### src/rtl/maze_tile_arbiter.sv
// -----------------------------------------------------------------------------
// maze_tile_arbiter
//
// Shares the single-port maze tile store between the five characters
// (0 pacman, 1 blinky, 2 pinky, 3 inky, 4 clyde). A granted requester gets
// the tile codes of the four neighbours of its current tile, packed as 4x2
// bits, together with a one-cycle done pulse.
//
// Transaction timeline (T = IDLE cycle in which the grant is taken):
//   T+1..T+4  READ  : one neighbour per cycle (up, left, down, right)
//   T+5       WAIT  : captures the last read's data
//   T+6       DONE  : done[g] pulses, tile_info[g] already holds the result
//
// Handshake: a requester raises req_valid[i] with req_tiles[i] and must hold
// both stable until it sees done[i]. Coordinates are sampled only at grant.
// req_valid[i] still high in the cycle after done[i] counts as a new request.
//
// Ports:
//   clk        system clock, rising edge
//   rst        synchronous active-high reset
//   req_valid  [4:0]  per-requester request level
//   req_tiles  [69:0] requester i at [14i+13:14i] = {xtile[6:0], ytile[6:0]}
//   busy       [4:0]  one-hot, requester currently being served
//   done       [4:0]  one-cycle completion pulse per requester
//   tile_info  [39:0] requester i at [8i+7:8i], direction k at [2k+1:2k]
//   mem_rd            tile-store read strobe
//   mem_addr          tile address y*MAZE_W + x (0 when mem_rd is low)
//   mem_data   [1:0]  tile code, valid the cycle after mem_rd
// -----------------------------------------------------------------------------
module maze_tile_arbiter #(
   parameter int          MAZE_W   = 28,
   parameter int          MAZE_H   = 36,
   parameter int          ADDR_W   = 10,
   parameter logic [1:0]  OOB_TILE = 2'b01
) (
   input  logic              clk,
   input  logic              rst,
   input  logic [4:0]        req_valid,
   input  logic [69:0]       req_tiles,
   output logic [4:0]        busy,
   output logic [4:0]        done,
   output logic [39:0]       tile_info,
   output logic              mem_rd,
   output logic [ADDR_W-1:0] mem_addr,
   input  logic [1:0]        mem_data
);

   typedef enum logic [1:0] {
      IDLE = 2'd0,
      READ = 2'd1,
      WAIT = 2'd2,
      DONE = 2'd3
   } state_t;

   localparam logic [6:0]        W_LAST = 7'(MAZE_W - 1);
   localparam logic [6:0]        H_LAST = 7'(MAZE_H - 1);
   localparam logic [ADDR_W-1:0] W_ADDR = ADDR_W'(MAZE_W);

   state_t           state_q, state_d;
   logic [1:0]       cnt_q;
   logic [2:0]       gnt_q;
   logic [2:0]       rr_ptr_q;
   logic [6:0]       x_q, y_q;
   logic             prev_oob_q;
   logic [2:0][1:0]  slot_q;
   logic [4:0][7:0]  tile_info_q;

   logic             sel_valid;
   logic [2:0]       sel_idx;
   logic [13:0]      sel_tiles;

   logic             centre_ok;
   logic             slot_oob;
   logic [6:0]       nx, ny;
   logic [ADDR_W-1:0] slot_addr;
   logic [1:0]       cap_data;
   logic [4:0]       gnt_onehot;

   // Reduce a value in 0..9 modulo 5.
   function automatic logic [2:0] wrap5(input logic [3:0] v);
      return (v >= 4'd5) ? 3'(v - 4'd5) : v[2:0];
   endfunction

   // Round-robin pick: first asserted requester at or after rr_ptr.
   always_comb begin
      sel_valid = 1'b0;
      sel_idx   = 3'd0;
      sel_tiles = 14'd0;
      for (int i = 0; i < 5; i++) begin
         if (!sel_valid && req_valid[wrap5({1'b0, rr_ptr_q} + 4'(i))]) begin
            sel_valid = 1'b1;
            sel_idx   = wrap5({1'b0, rr_ptr_q} + 4'(i));
         end
      end
      for (int i = 0; i < 5; i++) begin
         if (sel_idx == 3'(i)) sel_tiles = req_tiles[14*i +: 14];
      end
   end

   // Neighbour coordinates for the slot selected by cnt_q. Left/right wrap
   // through the tunnel; up/down past the maze edge is an off-maze slot.
   always_comb begin
      centre_ok = (x_q <= W_LAST) && (y_q <= H_LAST);
      nx        = x_q;
      ny        = y_q;
      slot_oob  = 1'b0;
      case (cnt_q)
         2'd0: begin
            ny       = y_q - 7'd1;
            slot_oob = (y_q == 7'd0);
         end
         2'd1: nx = (x_q == 7'd0) ? W_LAST : x_q - 7'd1;
         2'd2: begin
            ny       = y_q + 7'd1;
            slot_oob = (y_q == H_LAST);
         end
         default: nx = (x_q == W_LAST) ? 7'd0 : x_q + 7'd1;
      endcase
      if (!centre_ok) slot_oob = 1'b1;
      slot_addr = ADDR_W'(ny) * W_ADDR + ADDR_W'(nx);
   end

   // Data for the slot read in the previous cycle.
   assign cap_data   = prev_oob_q ? OOB_TILE : mem_data;
   assign gnt_onehot = 5'b00001 << gnt_q;

   // FSM state register
   always_ff @(posedge clk) begin
      if (rst) state_q <= IDLE;
      else     state_q <= state_d;
   end

   // FSM next state and outputs
   always_comb begin
      state_d  = state_q;
      busy     = 5'd0;
      done     = 5'd0;
      mem_rd   = 1'b0;
      mem_addr = '0;
      case (state_q)
         IDLE: begin
            if (sel_valid) state_d = READ;
         end
         READ: begin
            busy     = gnt_onehot;
            mem_rd   = !slot_oob;
            mem_addr = slot_oob ? '0 : slot_addr;
            if (cnt_q == 2'd3) state_d = WAIT;
         end
         WAIT: begin
            busy    = gnt_onehot;
            state_d = DONE;
         end
         default: begin
            busy    = gnt_onehot;
            done    = gnt_onehot;
            state_d = IDLE;
         end
      endcase
   end

   // Datapath: grant latch, read counter, capture slots, result registers.
   always_ff @(posedge clk) begin
      if (rst) begin
         cnt_q       <= 2'd0;
         gnt_q       <= 3'd0;
         rr_ptr_q    <= 3'd0;
         x_q         <= 7'd0;
         y_q         <= 7'd0;
         prev_oob_q  <= 1'b0;
         slot_q      <= '0;
         tile_info_q <= '0;
      end else begin
         case (state_q)
            IDLE: begin
               if (sel_valid) begin
                  gnt_q <= sel_idx;
                  x_q   <= sel_tiles[13:7];
                  y_q   <= sel_tiles[6:0];
                  cnt_q <= 2'd0;
               end
            end
            READ: begin
               cnt_q      <= cnt_q + 2'd1;
               prev_oob_q <= slot_oob;
               if (cnt_q != 2'd0) slot_q[cnt_q - 2'd1] <= cap_data;
            end
            WAIT: begin
               // Last slot goes straight into the result so tile_info is
               // already valid during the DONE cycle.
               for (int i = 0; i < 5; i++) begin
                  if (gnt_q == 3'(i))
                     tile_info_q[i] <= {cap_data, slot_q[2], slot_q[1], slot_q[0]};
               end
            end
            default: begin
               rr_ptr_q <= wrap5({1'b0, gnt_q} + 4'd1);
            end
         endcase
      end
   end

   assign tile_info = tile_info_q;

endmodule

### config.mk
export PLATFORM = sky130hd
export DESIGN_NAME = maze_tile_arbiter
export DESIGN_NICKNAME = d
export VERILOG_FILES = /design/src/rtl/maze_tile_arbiter.sv
export SDC_FILE = /design/constraint.sdc
export NUM_CORES = 1
export LEC_CHECK = 0
export ABC_CLOCK_PERIOD_IN_PS = 5600
export BUFFER_PORTS_ARGS = -buffer_cell sky130_fd_sc_hd__buf_4
export CAP_MARGIN = 5
export CORE_ASPECT_RATIO = 0.75
export CORE_MARGIN = 3
export CORE_UTILIZATION = 40
export DETAILED_ROUTE_END_ITERATION = 12
export SYNTH_ARGS = -nofsm -noshare
export SYNTH_HDL_FRONTEND = slang
export SYNTH_SLANG_ARGS = --single-unit
### constraint.sdc
create_clock -name clk -period 5.6 [get_ports clk]
set_input_delay 0.84 -clock clk [delete_from_list [all_inputs] [get_ports clk]]
set_output_delay 0.84 -clock clk [all_outputs]
set_load 0.02 [all_outputs]
==> summary.md <==
| Metric | Value |
|---|---|
| Status | completed |
| Antenna violations before repair | 0 |
| CP Data Required Time | 4.76 ns |
| Top FF cell, synth | dfxtp_1 |
| Max Used Layer | met4 |
| Share of the synthesized area in the top cell type | 21.16% |
| Fill cells | 1627 |
| TNS Setup | 0 ns |
| Hpwl dp | 14.54 mm |
| Worst clock skew | 0.006687 ns |
| Num rows | 40 |
| Total routed wirelength | 19.20 mm |
| Storage cell area | 1421 um^2 |
| Reg clk slew, reported paths | 0.06 ns |
| CP Capture Type | primary output |
| Area leader, netlist | dfxtp_1 |
| Power density cells | 669.0 nW/um^2 |
| Slew @ Worst Pin | 1.009 ns |
| Drt first pass iters | 4 |
| DRT iter0 DRCs | 485 |
| Crit path kind | reg -> out |
| Startpoint types | flip-flop |
| Final worst slack | 0.3452 ns |
| Die H | 118.2 um |
| Worst hold path class | reg -> reg |
| Leakage | 3.397 nW |
| Post-CTS Setup Repair Bufs | 0 |
| Reg2Reg Launch Point | rr_ptr_q[2] |
| Synth Instances | 857 |
| Int Power | 2.815 mW |
| Core ar. | 16220 um^2 |
| Clock share of power | 10.2% |
| Met1 wire length | 9.564 mm |
| Final period util | 93.84% |
| GRT Residual Overflow | 0 |
| Cell area after synthesis | 6718 um^2 |
| Metal3 WL | 1.178 mm |
| CTS Root Buffer Type | clkbuf_16 |
| Synthesized area per cell | 7.839 um^2 |
| Seq pwr share | 12.1% |
| CP arrival | 4.41 ns |
| Warnings, synthesis | 0 |
| Register bit total from synthesis | 71 |
| Die area | 18400 um^2 |
| Synth-to-layout area growth | 21.61% |
| PostCTS Resize Cnt | 0 |
| Hold_buf cts | 0 |
| Total number of vias | 6563 |
| GRT Total Usage | 20.29% |
| Post-synth EDFFs | 0 |
| IO Count | 140 |
| Combinational Power Share | 77.7% |
| Max-capacitance violation count | 0 |
| Drt wl/cell | 16.24 um |
| Share of cells above drive strength 1 | 21.50% |
| Num CTS Buffers | 9 |
| RSZ-0062 raised after global routing | false |
| Ys async rst share | 0% |
| Buffers on Ports | 139 |
| Die width | 155.6 um |
| Final Max Tran Viols | 0 |
| Sw Share | 48.49% |
| Vias/cell | 5.552 |
| Rel. slew slack | 32.76% |
| Net switching power | 2.650 mW |
| CTS tree | yes |
| Routability congestion estimate | 0.8386 |
| Fmax | 190.3 MHz |
| Initial core utilization | 41.43% |
| Final Hold Fails | 0 |
| Library cells used by synthesis | 77 |
| Remaining antenna violation count after routing | 0 |
| DRC | 0 |
| Clock Path Buffers | 2 |
| Final min period | 5.255 ns |
| Post-Place Setup Slack | 0.5411 ns |
| Min-delay src | tile_info[25] |
| Global-route wire length before repair | 31.35 mm |
| Largest net degree at the start of global routing | 73 |
| Register area share after synthesis | 21.16% |
| ANT cells | 0 |
| Sink Count | 71 |
| Multi-input gate area | 4881 um^2 |
| Mapped Nets | 991 |
| Top cells by area, synth | dfxtp_1 21%, ha_1 8.9%, a21oi_1 5.8% |
| # H-tree levels | 3 |
| WL met2 | 8.355 mm |
| Fin util | 50.38% |
| Tot Pwr | 5.465 mW |
| Fin nets | 1101 |
| Max FO, Critical Path | 9 |
| Vias in the first global route | 6039 |
| Beginning of the critical path | cnt_q[0] |
| Clock Latency Late Sink | 0.34 ns |
| Setup-failing EPs final | 0 |
| Maximum vdd drop | 0.6433 mV |
kinds of logic after synthesis:
kind of cell    after synthesis  synth area share, %
fa+ha+maj                    55                11.03
buf+inv                     103                6.500
xor+xnor                     23                2.999
flops                        71                21.16
compound gates              260                30.25
mux                          16                3.353
simple gates                329                24.72
flip-flops by register name, summed over array words and instances (netlist names):
register / count
gnt_q: 3
x_q: 7
cnt_q: 2
rr_ptr_q: 3
y_q: 7
slot_q: 6
state_q: 2
tile_info: 40
prev_oob_q: 1
cell usage after synthesis (all sizes together), types with 19 or more instances:
master   n
a21oi   79
nor2    56
buf     19
and2    50
nand2   95
o21ai   24
nand3   36
inv     51
dfxtp   71
clkbuf  31
ha      48
final timing paths:
kind	cells past startpoint	slack, ns	to
worst max-delay path	19	0.35	mem_addr[9]
worst min register to register	2	0.45	tile_info[25]
worst min-delay path	2	0.45	tile_info[25]
worst max register to register	10	0.92	y_q[0]
cell usage in the layout, fill, tap and decap left out, drive strengths merged, types with 6 or more instances in the layout:
master   netlist  routed
a22o          14      14
mux2i          9       9
nor2          56      56
or2            6       6
nor3b          8       8
and2          50      50
xnor2         18      18
o211ai         7       7
inv           51      55
a22oi         14      14
fa             7       7
a21o          11      11
nand2b        13      13
a31oi         13      13
and3          18      18
clkbuf        31       9
o21bai         8       8
o41ai         12      12
a2111oi       13      13
a211oi        15      15
o21ai         24      24
nand3         36      36
a21oi         79      79
buf           19     149
nor2b         15      15
nor3          15      15
dfxtp         71      71
nand2         95      95
ha            48      48
power groups by stage:
stage | sequential (mW) | clock, mW | combinational (mW)
after floorplan | 0.636 | 0 | 3.47
after detailed placement | 0.673 | 0 | 4.21
after global routing | 0.674 | 0.586 | 4.82
final | 0.663 | 0.555 | 4.25
after CTS | 0.662 | 0.564 | 4.24
after global placement | 0.672 | 0 | 4.21
metrics by stage:
stage	area, um^2	instances	hold slack [ns]
after floorplan	6718	857	0.4587
after global placement	7861	1166	0.4452
after detailed placement	7861	1166	0.4476
after CTS	8148	1182	0.4561
after global routing	8169	1182	0.4774
final	8169	1182	0.4536
final cells by class:
cell class	count	area share (%)
Clock buffer	9	2.757
Clock inverter	7	0.7505
Inverter	53	2.435
Multi-Input combinational cell	683	59.75
Sequential cell	71	17.40
Tap cell	210	3.216
Timing Repair Buffer	149	13.69
critical path: stages, from the launching register on:
cell and delay [ns]:
dfxtp_1 0.31, inv_1 0.14, ha_2 0.25, inv_2 0.10, ha_1 0.33, nor2b_2 0.18, o21ai_0 0.21, o21ai_2 0.11
inv_1 0.13, fa_1 0.44, ha_1 0.22, fa_1 0.44, ha_1 0.31, nor2b_2 0.17, o21ai_0 0.17, nand2b_1 0.12
nand3_1 0.11, xnor2_1 0.11, nor2_1 0.05, buf_4 0.17
routing by layer:
layer / GRT usage [%] / vias to the layer above
met5: 0 / -
met4: 2.242 / 0
met3: 4.136 / 10
met2: 30.62 / 196
met1: 30.62 / 3024
li1: - / 3333
No activity file was read; power rests on OpenSTA's default activity.
